==> src/rtl/seq_detector_prog.sv <==
// rtl/seq_detector_prog.sv - runtime-programmable serial pattern detector with saturating match counter
module seq_detector_prog #(
    parameter  int MAX_LEN = 8,
    parameter  int CNT_W   = 8,
    localparam int LEN_W   = $clog2(MAX_LEN + 1)
) (
    input  logic               clk,
    input  logic               resetn,
    input  logic               din_valid,
    input  logic               din,
    input  logic               pat_load,
    input  logic [MAX_LEN-1:0] pat_value,
    input  logic [LEN_W-1:0]   pat_len,
    input  logic               overlap,
    input  logic               count_clr,
    output logic               match,
    output logic [CNT_W-1:0]   match_count,
    output logic               armed,
    output logic               cfg_err
);

    typedef enum logic [1:0] {
        S_IDLE   = 2'd0,
        S_FILL   = 2'd1,
        S_DETECT = 2'd2
    } state_t;

    state_t               r_state;
    logic [MAX_LEN-1:0]   r_cfg_pat;
    logic [LEN_W-1:0]     r_cfg_len;
    logic                 r_cfg_ovl;
    logic [MAX_LEN-1:0]   r_hist;
    logic [LEN_W-1:0]     r_fill;
    logic                 r_match;
    logic [CNT_W-1:0]     r_count;
    logic                 r_armed;
    logic                 r_cfg_err;

    state_t               w_state;
    logic [MAX_LEN-1:0]   w_cfg_pat;
    logic [LEN_W-1:0]     w_cfg_len;
    logic                 w_cfg_ovl;
    logic [MAX_LEN-1:0]   w_hist;
    logic [LEN_W-1:0]     w_fill;
    logic                 w_match;
    logic [CNT_W-1:0]     w_count;
    logic                 w_cfg_err;

    logic [MAX_LEN-1:0]   w_mask;
    logic [MAX_LEN-1:0]   w_hist_shift;
    logic [LEN_W-1:0]     w_fill_inc;
    logic                 w_len_ok;
    logic                 w_beat;
    logic                 w_hit;

    // Compare mask: only the low cfg_len history bits take part in a match
    always_comb begin
        w_mask = '0;
        for (int i = 0; i < MAX_LEN; i++) begin
            w_mask[i] = (int'(r_cfg_len) > i);
        end
    end

    // Beat qualification, shifted history, saturating fill and hit detection
    always_comb begin
        w_len_ok     = (pat_len != '0) && (pat_len <= LEN_W'(MAX_LEN));
        w_beat       = din_valid && !pat_load && (r_state != S_IDLE);
        w_hist_shift = {r_hist[MAX_LEN-2:0], din};
        w_fill_inc   = (r_fill < r_cfg_len) ? (r_fill + LEN_W'(1)) : r_cfg_len;
        w_hit        = w_beat && (w_fill_inc == r_cfg_len)
                       && (((w_hist_shift ^ r_cfg_pat) & w_mask) == '0);
    end

    // Next-state and next-output logic; a load pre-empts any beat on the same edge
    always_comb begin
        w_state   = r_state;
        w_cfg_pat = r_cfg_pat;
        w_cfg_len = r_cfg_len;
        w_cfg_ovl = r_cfg_ovl;
        w_hist    = r_hist;
        w_fill    = r_fill;
        w_match   = 1'b0;
        w_cfg_err = r_cfg_err;
        w_count   = r_count;

        if (pat_load) begin
            if (w_len_ok) begin
                w_cfg_pat = pat_value;
                w_cfg_len = pat_len;
                w_cfg_ovl = overlap;
                w_hist    = '0;
                w_fill    = '0;
                w_cfg_err = 1'b0;
                w_state   = S_FILL;
            end else begin
                w_cfg_err = 1'b1;
                w_state   = S_IDLE;
            end
        end else if (w_beat) begin
            w_hist  = w_hist_shift;
            w_match = w_hit;
            if (w_hit && !r_cfg_ovl) begin
                w_fill  = '0;
                w_state = S_FILL;
            end else begin
                w_fill  = w_fill_inc;
                w_state = (w_fill_inc == r_cfg_len) ? S_DETECT : S_FILL;
            end
        end

        // Clear beats a same-edge hit; otherwise count up and stick at all-ones
        if (count_clr) begin
            w_count = '0;
        end else if (w_match && (r_count != '1)) begin
            w_count = r_count + CNT_W'(1);
        end
    end

    // State and output registers
    always_ff @(posedge clk or negedge resetn) begin
        if (!resetn) begin
            r_state   <= S_IDLE;
            r_cfg_pat <= '0;
            r_cfg_len <= '0;
            r_cfg_ovl <= 1'b0;
            r_hist    <= '0;
            r_fill    <= '0;
            r_match   <= 1'b0;
            r_count   <= '0;
            r_armed   <= 1'b0;
            r_cfg_err <= 1'b0;
        end else begin
            r_state   <= w_state;
            r_cfg_pat <= w_cfg_pat;
            r_cfg_len <= w_cfg_len;
            r_cfg_ovl <= w_cfg_ovl;
            r_hist    <= w_hist;
            r_fill    <= w_fill;
            r_match   <= w_match;
            r_count   <= w_count;
            r_armed   <= (w_state == S_DETECT);
            r_cfg_err <= w_cfg_err;
        end
    end

    assign match       = r_match;
    assign match_count = r_count;
    assign armed       = r_armed;
    assign cfg_err     = r_cfg_err;

endmodule

==> config.mk <==
export PLATFORM = sky130hd
export DESIGN_NAME = seq_detector_prog
export DESIGN_NICKNAME = d
export VERILOG_FILES = /design/src/rtl/seq_detector_prog.sv
export SDC_FILE = /design/constraint.sdc
export NUM_CORES = 1
export LEC_CHECK = 0
export ABC_AREA = 1
export BUFFER_PORTS_ARGS = -buffer_cell sky130_fd_sc_hd__buf_4
export CORE_MARGIN = 4
export CORE_UTILIZATION = 60
export DETAILED_ROUTE_END_ITERATION = 16
export PLACE_DENSITY = 0.83
export SYNTH_ARGS = -nofsm -noshare
export SYNTH_HDL_FRONTEND = slang
export SYNTH_SLANG_ARGS = --single-unit
==> constraint.sdc <==
create_clock -name clk -period 4.3 [get_ports clk]
set_input_delay 0.43 -clock clk [delete_from_list [all_inputs] [get_ports clk]]
set_output_delay 0.43 -clock clk [all_outputs]
set_load 0.005 [all_outputs]
After elaboration in Yosys (flattened, before gate mapping) --
Index checks and enable logic that the tools add are counted.
Cells by class: bitwise operators 2, $lt $le $gt $ge 10, mux-type cells 18, reductions and logical operators 16, equal/unequal tests 4, add/sub/neg operators 2
Operator list (count):
- two-way mux 7 bit | 3
- two-way mux 4 bit | 5
- > comparator 4 x 3 -> 1 bit (second input constant) | 4
- two-way mux 8 bit | 2
- adder 8 x 1 -> 8 bit (second input constant) | 1
- bitwise AND 8 bit | 1
- > comparator 4 x 1 -> 1 bit (second input constant) | 2
- > comparator 4 x 2 -> 1 bit (second input constant) | 2
- zero test 8 bit | 1
- two-way mux 2 bit | 4
- inequality test 8 bit (second input constant) | 1
- bitwise XOR 8 bit | 1
- logical AND 1 bit | 7
- nonzero test 2 bit | 3
- adder 4 x 1 -> 4 bit (second input constant) | 1
- == test 4 bit | 1
- <= comparator 4 bit (second input constant) | 1
- < comparator 4 bit | 1
- two-way mux 1 bit | 4
- AND reduction 2 bit | 2
- nonzero test 4 bit | 1
- == test 2 bit (second input constant) | 1
- zero test 1 bit | 2
- inequality test 2 x 1 -> 1 bit (second input constant) | 1
Word-level totals: logic and storage cells 62, bits in registers 37, input bits 19, output and inout bits 11

Logic depth before layout (Yosys ltp) --
depth in word-level cells 10, depth in mapped cells 14, mapped depth without buffers 13

Worst setup path after synthesis --
Ideal clock, no wire load.
path kind register to register, from register r_cfg_len[3], to register r_fill[2], data required time 4.223 ns, setup slack 2.542 ns, cell stages (with the launch flop) 13, period minus slack after synthesis 1.758 ns, setup time 0.077 ns, path buffers 1, arrival time 1.681 ns, cells stage by stage dfrtp_1 -> inv_2 -> ha_1 -> a21oi_1 -> nand2_4 -> inv_2 -> o21ai_2 -> nand3_2 -> nor2_4 -> buf_6 -> nand2_4 -> nand2_1 -> o21ai_1
Between the ends: cells in the longest elaborated chain, start to end 9, elaborated cells between the ends (all ways) 19, classes of those cells order compare: 9; eq/ne: 1; mux: 4; bitwise: 1; reduce/logical: 4
RTL lines:
- from (decl) | line 30 | logic [LEN_W-1:0] r_cfg_len;
- from (signal assigned) | line 135 | r_cfg_len <= w_cfg_len;
- < comparator 4 bit | line 69 | w_fill_inc = (r_fill < r_cfg_len) ? (r_fill + LEN_W'(1)) : r_cfg_len;
- two-way mux 4 bit | line 69
- == test 4 bit | line 70 | w_hit = w_beat && (w_fill_inc == r_cfg_len)
- logical AND 1 bit | line 70
- logical AND 1 bit | line 71 | && (((w_hist_shift ^ r_cfg_pat) & w_mask) == '0);
- logical AND 1 bit | line 102 | if (w_hit && !r_cfg_ovl) begin
- two-way mux 4 bit (*) | line 102
- two-way mux 4 bit (*) | line 99 | end else if (w_beat) begin
- two-way mux 4 bit (*) | line 86 | if (pat_load) begin
- to (signal assigned) | line 138 | r_fill <= w_fill;
- to (decl) | line 33 | logic [LEN_W-1:0] r_fill;
Every way passes the cells marked *; elsewhere a longest branch is shown, timed or not. The select of a mux whose other input is x is not followed. A chain may end at the register's enable or synchronous reset.

Worst setup path in the final report --
from register r_cfg_len[2], to register r_count[1] (netlist: match_count[1])
Between the ends: cells in the longest elaborated chain, start to end 9, elaborated cells between the ends (all ways) 19, classes of those cells order compare: 9; eq/ne: 1; mux: 3; bitwise: 1; reduce/logical: 5
RTL lines:
- < comparator 4 bit | line 69
- two-way mux 4 bit | line 69
- == test 4 bit | line 70
- logical AND 1 bit | line 70
- logical AND 1 bit (*) | line 71
- two-way mux 1 bit (*) | line 99
- two-way mux 1 bit (*) | line 86
- logical AND 1 bit (*) | line 114 | end else if (w_match && (r_count != '1)) begin
- nonzero test 2 bit (no line) (*)
- to (signal assigned) | line 140 | r_count <= w_count;
- to (decl) | line 35 | logic [CNT_W-1:0] r_count;
Every way passes the cells marked *; elsewhere a longest branch is shown, timed or not.

==> impl_metrics.py <==
metrics = {
    "drt": {
        "drtPass1Iterations": 4,
        "wire_per_inst_um": 12.3,
        "drc_errors": 0,
        "wl_um": 4390,
        "vias": 1838,
        "ant_nets": 0,
        "drt-initial-drc-count": 136,
        "viasPerCell": 5.15,
    },
    "floorplan": {
        "coreArea_mm2": 0.00336,
        "io_pins": 30,
        "dieWidth_um": 67.5,
        "row_count": 21,
        "start_util": 0.631,
        "dieArea_mm2": 0.00455,
        "die_height_um": 67.5,
    },
    "cells_and_area": {
        "stdcell_count": 357,
        "drive_above_1_share": 0.180,
        "fillCellCount": 272,
        "syn_to_final_growth_pct": 15.2,
        "antennaDiodeCount": 0,
        "final_nets": 334,
    },
    "setup_path": {
        "start_kind": "flip-flop",
        "crit_required_ns": 4.54,
        "worstReg2RegEnd": "match_count[1]",
        "critical_path.cell_chain": "inv_2, ha_1, nand2_1, inv_1, nand2_2, nand2_4, inv_2, o21ai_2, nand3_2, nor2_4, nand2_2, nand3_1, nand2_1",
        "r2r_start": "r_cfg_len[2]",
        "cp_top_family": "simple AND/OR/NAND/NOR gates",
        "critical_path_class": "flip-flop to flip-flop",
        "path_buf_inv": 3,
        "r2r_slack_ns": 2.17,
        "critPathMaxStageDelay_ns": 0.49,
        "cp_slowest_cell": "dfrtp_1",
        "crit_path_end_kind": "flip-flop",
        "path_max_fanout": 11,
        "arrival_ns": 2.37,
        "r2r_cells": 13,
    },
    "logic_synthesis": {
        "synth.area.top_cells": "dfrtp_1 (44%), nand2_1 (15%), inv_1 (6.0%)",
        "syn-instance-count": 278,
        "async_flop_share": 1.00,
        "synth-simple-area-share": 0.327,
        "ys_ff_latch": 37,
        "synth-main-ff-cell": "dfrtp_1",
        "netlist.area_leader.share": 0.437,
        "synth_nets": 302,
        "seq_area_frac_synth": 0.437,
        "synth-edff-count": 0,
        "synth_top_family_by_area": "simple AND/OR/NAND/NOR gates",
        "syn_avg_cell_area_um2": 7.63,
        "synthXorXnorAreaFrac": 0.0413,
        "yosys_warnings": 0,
        "netlist-cell-type-count": 29,
        "synth_compound_area_frac": 0.0814,
        "syn-cell-area_mm2": 0.00212,
        "synth_fa_ha_area_frac": 0.0295,
        "yosys-mux-area-fraction": 0,
        "synth_area_leader_cell": "dfrtp_1",
    },
    "sta": {
        "clock_skew_ns": 0.00776,
        "hold_ws_ns": 0.00598,
        "rsz0062_at_grt": "false",
        "maxSlewViolCount": 0,
        "fin_crit_sh": 0.494,
        "finalHoldViolations": 0,
        "worst_pin_slew_ns": 0.620,
        "setup_tns_ns": 0,
        "fin_crit_ns": 2.13,
        "max_freq_mhz": 471,
        "setup_viol": 0,
        "slew_headroom": 0.586,
        "worst_slack_ns": 2.17,
    },
    "pwr": {
        "powerDensity_mw_per_mm2": 418,
        "vdd.ir_drop.worst_mv": 0.272,
        "power_w": 0.00102,
        "p_leak_nw": 1.34,
    },
    "clock_network": {
        "clk_latency_ns": 0.35,
        "cts_sinks": 37,
        "numCtsBuffers": 5,
        "post_cts_resized": 0,
        "cts.path.max_buffers": 2,
        "cts_tree": "yes",
        "clk_pin_slew_worst_paths_ns": 0.11,
        "cts_max_level": 2,
        "cts_setup_buffers": 0,
        "hold_buffers": 0,
        "cts_root_buf": "clkbuf_4",
    },
    "placed_design": {
        "gp_congestion": 0.913,
        "hpwl_um": 3280,
        "post-place-ws_ns": 2.17,
        "post-place-cells": 349,
        "io_buffers": 29,
    },
    "run": {
        "drv_cap": 0,
    },
    "outcome": {
        "status": "complete, no violations",
    },
    "global_routing": {
        "grt_max_degree": 38,
        "antenna_found_initial": 0,
        "grt_usage": 0.230,
        "grt_pass1_wl_um": 7890,
        "overflow": 0,
        "grt_pass1_vias": 1743,
    },
    "worst_hold_path": {
        "min_path_type": "input port to asynchronous set/reset pin",
    },
}
stage by stage:
stage	instance area, µm²	utilization
floorplan	2120	-
global placement	2370	0.705
detailed placement	2370	0.705
CTS	2440	0.726
global route	2440	0.726
finish	2440	0.726
cells in the final DEF, fill, tap and decap left out, drive strengths merged:
| master | count |
|---|---|
| nand2 | 89 |
| inv | 40 |
| dfrtp | 37 |
| buf | 29 |
| nand3 | 25 |
| nor2 | 22 |
| o21ai | 18 |
| nand4 | 13 |
| xor2 | 7 |
| clkbuf | 7 |
| a21oi | 5 |
| o22ai | 5 |
| ha | 5 |
| xnor2 | 3 |
| clkinv | 2 |
| a21o | 1 |
| o31ai | 1 |
| nor3 | 1 |
| a211oi | 1 |
power breakdown:
part	leakage (nW)	total (W)	switching [W]	internal [W]
registers	0.486	0.000446	0.0000532	0.000392
logic	0.812	0.000365	0.000227	0.000138
clock network	0.0413	0.000209	0.000114	0.0000947
total	1.34	0.00102	0.000395	0.000625
state kept, by name (all words and copies together) (netlist names):
name	cells
match	1
armed	1
cfg_err	1
r_cfg_pat	8
r_fill	4
r_state	2
r_cfg_ovl	1
r_hist	7
r_cfg_len	4
match_count	8
cell type report:
type                            instances  area (µm²)  area share
Clock buffer                            7        65.1      0.0266
Clock inverter                          1        5.00     0.00205
Inverter                               41         154      0.0630
Multi-Input combinational cell        196        1020       0.416
Sequential cell                        37         926       0.379
Tap cell                               46        57.6      0.0236
Timing Repair Buffer                   29         218      0.0891
how the worst max path moves through the flow:
stage,from,to,slack (ns),cells after the start
after detailed placement,pat_len[1],r_hist[5],2.17,9
after CTS,r_fill[0],match_count[1],2.18,9
after global routing,r_cfg_len[2],match_count[7],1.99,13
after global placement,pat_len[1],r_hist[5],2.21,9
final,r_cfg_len[2],match_count[1],2.17,13
after floorplan,r_cfg_len[3],r_fill[2],2.54,12
synth_stat cells, drive strengths merged (2+ instances only):
cell type / count
a21oi: 5
buf: 2
clkbuf: 2
dfrtp: 37
ha: 5
inv: 40
nand2: 89
nand3: 25
nand4: 13
nor2: 22
o21ai: 18
o22ai: 5
xnor2: 3
xor2: 7
routing by layer:
metal | share of wire | GRT usage
met1 | 0.50 | 0.337
met2 | 0.42 | 0.330
met3 | 0.062 | 0.0483
met4 | 0.012 | 0.0911
met5 | 0 | 0
kinds of logic (layout without fill, tap and decap cells):
kind of cell,Yosys count,count (layout)
fa+ha+maj,5,5
xor+xnor,10,10
simple gates,150,150
flops,37,37
buf+inv,45,78
compound gates,31,31
Note: power is estimated with default switching activity, not from simulation.
